`config.mk`:
```
export PLATFORM = sky130hd
export DESIGN_NAME = multicycle_ctrl
export DESIGN_NICKNAME = d
export VERILOG_FILES = /design/src/rtl/mips_mc_pkg.sv /design/src/rtl/mem_wait_timer.sv /design/src/rtl/multicycle_ctrl.sv
export SDC_FILE = /design/constraint.sdc
export NUM_CORES = 1
export LEC_CHECK = 0
export CORE_MARGIN = 3
export CORE_UTILIZATION = 45
export CTS_CLUSTER_SIZE = 40
export DETAILED_ROUTE_END_ITERATION = 12
export GPL_ROUTABILITY_DRIVEN = 0
export MAX_ROUTING_LAYER = met4
export PLACE_DENSITY = 0.81
export SYNTH_ARGS = -nofsm -noshare
export SYNTH_HDL_FRONTEND = slang
export SYNTH_SLANG_ARGS = --single-unit
```
`constraint.sdc`:
```
create_clock -name clk -period 1.9 [get_ports clk]
set_input_delay 0.19 -clock clk [delete_from_list [all_inputs] [get_ports clk]]
set_output_delay 0.19 -clock clk [all_outputs]
set_load 0.1 [all_outputs]
```
`src/rtl/mips_mc_pkg.sv`:
```
// mips_mc_pkg: opcodes, state encodings and control-field constants for the multicycle MIPS controller
package mips_mc_pkg;
  localparam logic [5:0] OP_RTYPE = 6'h00;
  localparam logic [5:0] OP_LW    = 6'h23;
  localparam logic [5:0] OP_SW    = 6'h2B;
  localparam logic [5:0] OP_BEQ   = 6'h04;
  localparam logic [5:0] OP_J     = 6'h02;
  localparam logic [5:0] OP_ADDI  = 6'h08;
  typedef enum logic [3:0] {
    S_IDLE   = 4'd0,
    S_FETCH  = 4'd1,
    S_DECODE = 4'd2,
    S_MEMADR = 4'd3,
    S_MEMRD  = 4'd4,
    S_MEMWB  = 4'd5,
    S_MEMWR  = 4'd6,
    S_EXEC   = 4'd7,
    S_ALUWB  = 4'd8,
    S_BRANCH = 4'd9,
    S_JUMP   = 4'd10,
    S_ADDIEX = 4'd11,
    S_ADDIWB = 4'd12,
    S_HALT   = 4'd15
  } state_t;
  localparam logic [1:0] ALUOP_ADD    = 2'd0;
  localparam logic [1:0] ALUOP_SUB    = 2'd1;
  localparam logic [1:0] ALUOP_FUNCT  = 2'd2;
  localparam logic [1:0] ALUB_REG     = 2'd0;
  localparam logic [1:0] ALUB_FOUR    = 2'd1;
  localparam logic [1:0] ALUB_IMM     = 2'd2;
  localparam logic [1:0] ALUB_IMM_SH2 = 2'd3;
  localparam logic [1:0] PCSRC_ALU    = 2'd0;
  localparam logic [1:0] PCSRC_ALUOUT = 2'd1;
  localparam logic [1:0] PCSRC_JUMP   = 2'd2;
  function automatic logic is_mem_state(state_t s);
    return s == S_FETCH || s == S_MEMRD || s == S_MEMWR;
  endfunction
endpackage

```
`src/rtl/mem_wait_timer.sv`:
```
// mem_wait_timer: counts consecutive not-ready memory cycles and flags when the tolerated limit is hit
module mem_wait_timer #(
  parameter int MAX_WAIT = 15,
  parameter int WAIT_W   = 8
) (
  input  logic clk,
  input  logic rst,
  input  logic en,
  output logic expired
);
  logic [WAIT_W-1:0] cnt_q, cnt_d;
  // expiry forces a state change, so the count restarts from zero alongside it
  always_comb begin
    expired = en && cnt_q == WAIT_W'(MAX_WAIT);
    cnt_d = (en && !expired) ? cnt_q + 1'b1 : '0;
  end
  // count register
  always_ff @(posedge clk or posedge rst)
    if (rst) cnt_q <= '0;
    else cnt_q <= cnt_d;
endmodule

```
`src/rtl/multicycle_ctrl.sv`:
```
// multicycle_ctrl: Moore control FSM sequencing a shared multicycle MIPS datapath
module multicycle_ctrl
  import mips_mc_pkg::*;
#(
  parameter int MAX_WAIT = 15,
  parameter int WAIT_W   = 8
) (
  input  logic       clk,
  input  logic       reset,
  input  logic [5:0] opcode,
  input  logic       zero,
  input  logic       mem_ready,
  output logic       pc_write,
  output logic       pc_write_cond,
  output logic       i_or_d,
  output logic       mem_read,
  output logic       mem_write,
  output logic       ir_write,
  output logic       mem_to_reg,
  output logic       reg_dst,
  output logic       reg_write,
  output logic       alu_src_a,
  output logic [1:0] alu_src_b,
  output logic [1:0] alu_op,
  output logic [1:0] pc_source,
  output logic       illegal_op,
  output logic       trap,
  output logic [3:0] state
);
  state_t state_q, state_d;
  logic wait_en, expired, unused;
  assign state = state_q;
  assign wait_en = is_mem_state(state_q) && !mem_ready;
  assign unused = zero;
  mem_wait_timer #(.MAX_WAIT(MAX_WAIT), .WAIT_W(WAIT_W)) u_timer (
    .clk(clk),
    .rst(reset),
    .en(wait_en),
    .expired(expired)
  );
  // state register
  always_ff @(posedge clk or posedge reset)
    if (reset) state_q <= S_IDLE;
    else state_q <= state_d;
  // next state and per-state control outputs
  always_comb begin
    state_d = state_q;
    pc_write = 1'b0;
    pc_write_cond = 1'b0;
    i_or_d = 1'b0;
    mem_read = 1'b0;
    mem_write = 1'b0;
    ir_write = 1'b0;
    mem_to_reg = 1'b0;
    reg_dst = 1'b0;
    reg_write = 1'b0;
    alu_src_a = 1'b0;
    alu_src_b = ALUB_REG;
    alu_op = ALUOP_ADD;
    pc_source = PCSRC_ALU;
    illegal_op = 1'b0;
    trap = 1'b0;
    case (state_q)
      S_IDLE: state_d = S_FETCH;
      S_FETCH: begin
        mem_read = 1'b1;
        alu_src_b = ALUB_FOUR;
        ir_write = mem_ready;
        pc_write = mem_ready;
        state_d = mem_ready ? S_DECODE : expired ? S_HALT : S_FETCH;
      end
      S_DECODE: begin
        alu_src_b = ALUB_IMM_SH2;
        case (opcode)
          OP_RTYPE: state_d = S_EXEC;
          OP_LW, OP_SW: state_d = S_MEMADR;
          OP_BEQ: state_d = S_BRANCH;
          OP_J: state_d = S_JUMP;
          OP_ADDI: state_d = S_ADDIEX;
          default: begin
            illegal_op = 1'b1;
            state_d = S_FETCH;
          end
        endcase
      end
      S_MEMADR: begin
        alu_src_a = 1'b1;
        alu_src_b = ALUB_IMM;
        state_d = opcode == OP_LW ? S_MEMRD : S_MEMWR;
      end
      S_MEMRD: begin
        mem_read = 1'b1;
        i_or_d = 1'b1;
        state_d = mem_ready ? S_MEMWB : expired ? S_HALT : S_MEMRD;
      end
      S_MEMWB: begin
        reg_write = 1'b1;
        mem_to_reg = 1'b1;
        state_d = S_FETCH;
      end
      S_MEMWR: begin
        mem_write = 1'b1;
        i_or_d = 1'b1;
        state_d = mem_ready ? S_FETCH : expired ? S_HALT : S_MEMWR;
      end
      S_EXEC: begin
        alu_src_a = 1'b1;
        alu_op = ALUOP_FUNCT;
        state_d = S_ALUWB;
      end
      S_ALUWB: begin
        reg_write = 1'b1;
        reg_dst = 1'b1;
        state_d = S_FETCH;
      end
      S_BRANCH: begin
        alu_src_a = 1'b1;
        alu_op = ALUOP_SUB;
        pc_write_cond = 1'b1;
        pc_source = PCSRC_ALUOUT;
        state_d = S_FETCH;
      end
      S_JUMP: begin
        pc_write = 1'b1;
        pc_source = PCSRC_JUMP;
        state_d = S_FETCH;
      end
      S_ADDIEX: begin
        alu_src_a = 1'b1;
        alu_src_b = ALUB_IMM;
        state_d = S_ADDIWB;
      end
      S_ADDIWB: begin
        reg_write = 1'b1;
        state_d = S_FETCH;
      end
      S_HALT: trap = 1'b1;
      default: state_d = S_IDLE;
    endcase
  end
endmodule

```
* Yosys cells after proc, flatten, opt, wreduce, memory -nomap -nowiden
Cells that the tools add are included.
Storage, ports and cells: flip-flop bits (word level) 12, input port bits 10, logic and storage cells 65, output and inout port bits 22
Operators by class: reductions and logical operators 17, add/subtract/negate cells 1, equal/unequal tests 19, mux-type cells 26
Operators with widths (number):
- $pmux W4 S9 | 1
- $eq A4 B4 Y1 const B | 6
- $mux W4 | 6
- $pmux W4 S5 | 1
- $eq A4 B3 Y1 const B | 4
- $eq A6 B6 Y1 const B | 2
- $mux W1 | 12
- $reduce_or A6 Y1 | 2
- $add A8 B1 Y8 const B | 1
- $eq A4 B2 Y1 const B | 2
- $eq A8 B4 Y1 const B | 1
- $mux W8 | 1
- $pmux W2 S2 | 2
- $reduce_or A2 Y1 | 4
- $eq A6 B2 Y1 const B | 1
- $eq A6 B3 Y1 const B | 1
- $eq A6 B4 Y1 const B | 1
- $logic_not A6 Y1 | 1
- $pmux W2 S3 | 1
- $eq A4 B1 Y1 const B | 1
- $logic_not A4 Y1 | 1
- $reduce_or A4 Y1 | 1
- $logic_and A1 B1 Y1 | 3
- $reduce_or A3 Y1 | 1
- 4 further kinds | 6

* Logic depth before layout (Yosys ltp)
word-level depth 8, mapped depth 6, depth with buffers taken out 5

* Hierarchy
From an unflattened synthesis, not the netlist that was laid out.
Second synthesis, totals: cells, all modules 139, area total of the unflattened synthesis 1024.7 µm²
Modules (own cells, without submodules):
- multicycle_ctrl | times used 1, cells an instance 97, seq. area each 100.1 µm², area each 623.1 µm²
- mem_wait_timer | times used 1, cells an instance 42, seq. area each 200.2 µm², area each 401.6 µm²

* Worst setup path after synthesis
OpenSTA, ideal clock, no wires.
kind register -> register, from register state_q[0] (netlist: state[0]), to register state_q[1] (netlist: state[1]), buffers on the path 2, required time 1.819 ns, library setup time 0.081 ns, clock period less this slack 4.194 ns, path slack -2.294 ns, data arrival time 4.113 ns, stages on the path, launching flop included 7, cell sequence dfrtp_1 -> buf_4 -> clkbuf_1 -> xnor2_1 -> nor3_1 -> o21ai_0 -> nand3_1
Between the ends: word-level cells in the longest chain between the ends 8, elaborated cells between the ends (all ways) 24, those cells by class eq/ne (13); mux (5); reduce/logical (6)
RTL lines:
- start: declaration | RTL line multicycle_ctrl.sv:30 | state_t state_q, state_d;
- start signal: assignment | RTL line multicycle_ctrl.sv:44 | else state_q <= state_d;
- $eq A4 B1 Y1 or $eq A4 B3 Y1 (tied branches) | RTL line mips_mc_pkg.sv:36, multicycle_ctrl.sv:63
- $logic_or A1 B1 Y1 (2 in a row) | RTL line mips_mc_pkg.sv:36 | return s == S_FETCH || s == S_MEMRD || s == S_MEMWR;
- $logic_and A1 B1 Y1 | RTL line multicycle_ctrl.sv:33 | assign wait_en = is_mem_state(state_q) && !mem_ready;
- $logic_and A1 B1 Y1 | RTL line mem_wait_timer.sv:14 | expired = en && cnt_q == WAIT_W'(MAX_WAIT);
- $mux W4 (on tied branches) (2 in a row) | RTL line multicycle_ctrl.sv:94, multicycle_ctrl.sv:70
- $pmux W4 S9 | RTL line multicycle_ctrl.sv:63 | case (state_q)
Several ways; a longest one is shown, not always the timed one. A chain may end at the register's enable or synchronous reset.

* Worst setup path in the final report
from register u_timer.cnt_q[5], to register state_q[2] (netlist: state[2])
Between the ends: word-level cells in the longest chain between the ends 5
RTL lines:
- start: declaration | RTL line mem_wait_timer.sv:11 | logic [WAIT_W-1:0] cnt_q, cnt_d;
- start signal: assignment | RTL line mem_wait_timer.sv:20 | else cnt_q <= cnt_d;
- $eq A8 B4 Y1 | RTL line mem_wait_timer.sv:14
- $logic_and A1 B1 Y1 | RTL line mem_wait_timer.sv:14
- $mux W4 (2 in a row) | RTL line multicycle_ctrl.sv:70 | state_d = mem_ready ? S_DECODE : expired ? S_HALT : S_FETCH;
- $pmux W4 S9 | RTL line multicycle_ctrl.sv:63
Every way passes these cells.

==> results.cfg <==
[global_route]
grt_pass1_wl_mm = 5.62
antenna_found_initial = 0
grt_overflow = 0
grt_pass1_vias = 1189
grt_max_degree = 21
track_usage_pct = 29.2

[sta]
fin_skew_ps = 1.69
period_share_pct = 101
setup_ws_ps = -21.1
hold_viol = 0
post-route-min-period_ps = 1920
tns_ps = -22.5
setup_violations = 2
relSlewSlack_pct = 66.7
slew_viol_final = 0
tightestPinTransition_ps = 495
fmax_mhz = 521

[final_layout]
syn2layout_area_growth_pct = 89.9
drive_gt1_share_pct = 44.1
n_antenna_cell = 0
design_area_um2 = 1810
fin_nets = 173

[clock_tree]
cts_buffers = 3
hold_buffers = 0
cts_sinks = 12
cts-root-buf = clkbuf_4
clk_pin_slew_worst_paths_ps = 80
h-tree-depth = 1
cts_buffer_depth = 2
clock_latency_ps = 290
tritoncts = yes

[setup_path]
critPathLaunchType = register
cp_data_arrival_time_ps = 2100
critPathLaunch = u_timer.cnt_q[5]$_DFF_PP0_
reg2regPathDepth = 4
critPathKind = register to register
required_ps = 2070
end_kind = register
critPathMaxFanout = 4
rr_startpoint = u_timer.cnt_q[5]$_DFF_PP0_

[power_and_ir_drop]
power.density_nw_per_um2 = 1700
p_leak_nw = 0.754
max-vdd-ir-drop_mv = 2.08

[hold_path]
hp-class = input pin to asynchronous set/reset pin

[place]
dp_hpwl_mm = 2.15
portBuffers = 30
dpl_cell_area_um2 = 1680

[synthesis]
synthArstFlopShare_pct = 100
ys_seq_area_share_pct = 31.5
synth_edf_count = 0
synth_fp_nets = 133
yosys_warnings = 0
ys_ff_latch = 12
synth.avg_cell_area_um2 = 7.80
ys_types = 38
netlist_area_um2 = 952
synth_cells = 122
synth_flop_cell = dfrtp_1
ys_top_cells_by_area = dfrtp_1 32%, nor2_1 7.5%, nand2b_1 5.3%
yosysTopAreaCell = dfrtp_1
synth_top_cell_area_share_pct = 31.5

[run_status]
failed_checks = setup timing
status = finished, violations left

[route]
drt_wl_total_mm = 4.24
antenna_left = 0
dr.pass1.iters = 5
drc = 0
vias_per_cell = 6.38
wl_per_cell_um = 22.6
drtIter0Drc = 72
vias = 1199

[floorplan]
die_y_um = 52
fp-row-count = 16
coreArea_um2 = 1980
die_w_um = 52
dieArea_um2 = 2700
io_pins = 32
initial_utilization_pct = 48.0

[job]
cap_violations = 0
## timing repair
item                                    CTS  global route
endpoints found under the setup margin    1             5
gates resized for setup                   1             4
pin swaps                                 0             3
setup buffers                             2             7
## worst max-delay path: stages, from the launching register on
cell and delay (ps):
dfrtp_1 440, or4_1 610, nor3_1 420, nand2_1 160
o2111ai_1 180
## sequential cells by signal, indices dropped and copies added, names as in the netlist
name / cells
u_timer.cnt_q: 8
state: 4
## final timing paths
kind | end | slack [ps]
worst min register to register | u_timer.cnt_q[0]$_DFF_PP0_ | 510
worst min-delay path | u_timer.cnt_q[6]$_DFF_PP0_ | 200
worst max register to register | state[2]$_DFFE_PP0N_ | -20
max in group asynchronous | state[3]$_DFFE_PP0N_ | 1350
min in group clk | u_timer.cnt_q[0]$_DFF_PP0_ | 510
worst max-delay path | state[2]$_DFFE_PP0N_ | -20
## power by group
group	switching (mW)	internal (mW)	total [mW]
Clock	0.0991	0.117	0.216
Combinational	1.54	0.944	2.48
Sequential	0.0681	0.311	0.379
Total	1.71	1.37	3.08
## cells in the mapped netlist, types with 5 or more instances
| cell | number |
|---|---|
| a21oi_1 | 5 |
| clkbuf_1 | 5 |
| dfrtp_1 | 12 |
| nand2_1 | 5 |
| nand2b_1 | 8 |
| nand3_1 | 5 |
| nor2_1 | 19 |
| nor2b_1 | 5 |
| nor3_1 | 6 |
| o21ai_0 | 5 |
## per-stage QoR
| step | std cells | utilization (%) | hold WS [ps] | power (mW) | setup WS (ps) |
|---|---|---|---|---|---|
| finish | 188 | 91.2 | 202 | 3.08 | -21.1 |
| global route | 188 | 91.2 | 222 | 3.17 | -55.6 |
| floorplan | 122 | - | 54.7 | 2.00 | -309 |
| global placement | 175 | 84.8 | 439 | 2.56 | 147 |
| detailed placement | 175 | 84.8 | 451 | 2.60 | 75.0 |
| CTS | 181 | 87.8 | 213 | 2.87 | 4.62 |
## placed cells by master (no fill, tap or decap), types with 3 or more instances in the layout
cell type / count
buf_4: 13
o21ai_0: 4
nand3_1: 5
clkdlybuf4s50_1: 8
nor2_4: 8
buf_12: 23
nand2_1: 5
nand2b_4: 4
nor3_1: 3
a21oi_1: 4
nand2b_1: 4
inv_1: 3
clkbuf_4: 3
nor2_1: 10
xor2_1: 4
dfrtp_1: 8
nor2b_1: 4
nor3_4: 3
dfrtp_4: 3
xnor2_1: 3
## cells by family (layout without fill, tap and decap cells)
family,count (synthesis),in the layout,share of synthesized area (%)
AO/OA/AOI/OAI,21,21,14.7
AND/OR/NAND/NOR,67,67,37.3
adder cells (fa/ha/maj),2,2,2.37
buffers and inverters,12,51,6.70
flip-flops,12,12,31.5
XOR/XNOR,8,8,7.36
## final cells by class
| class | instances | area (um2) |
|---|---|---|
| Inverter | 3 | 11.3 |
| Sequential cell | 12 | 313 |
| Multi-Input combinational cell | 98 | 776 |
| Clock buffer | 4 | 36.3 |
| Fill cell | 67 | 174 |
| Tap cell | 27 | 33.8 |
| Timing Repair Buffer | 44 | 638 |
## per-layer routing
layer	wire length, um	GRT usage [%]
met1	1480	33.2
met2	2120	50.6
met3	441	6.59
met4	209	9.17
met5	0	-
(Power assumes the default switching activity.)
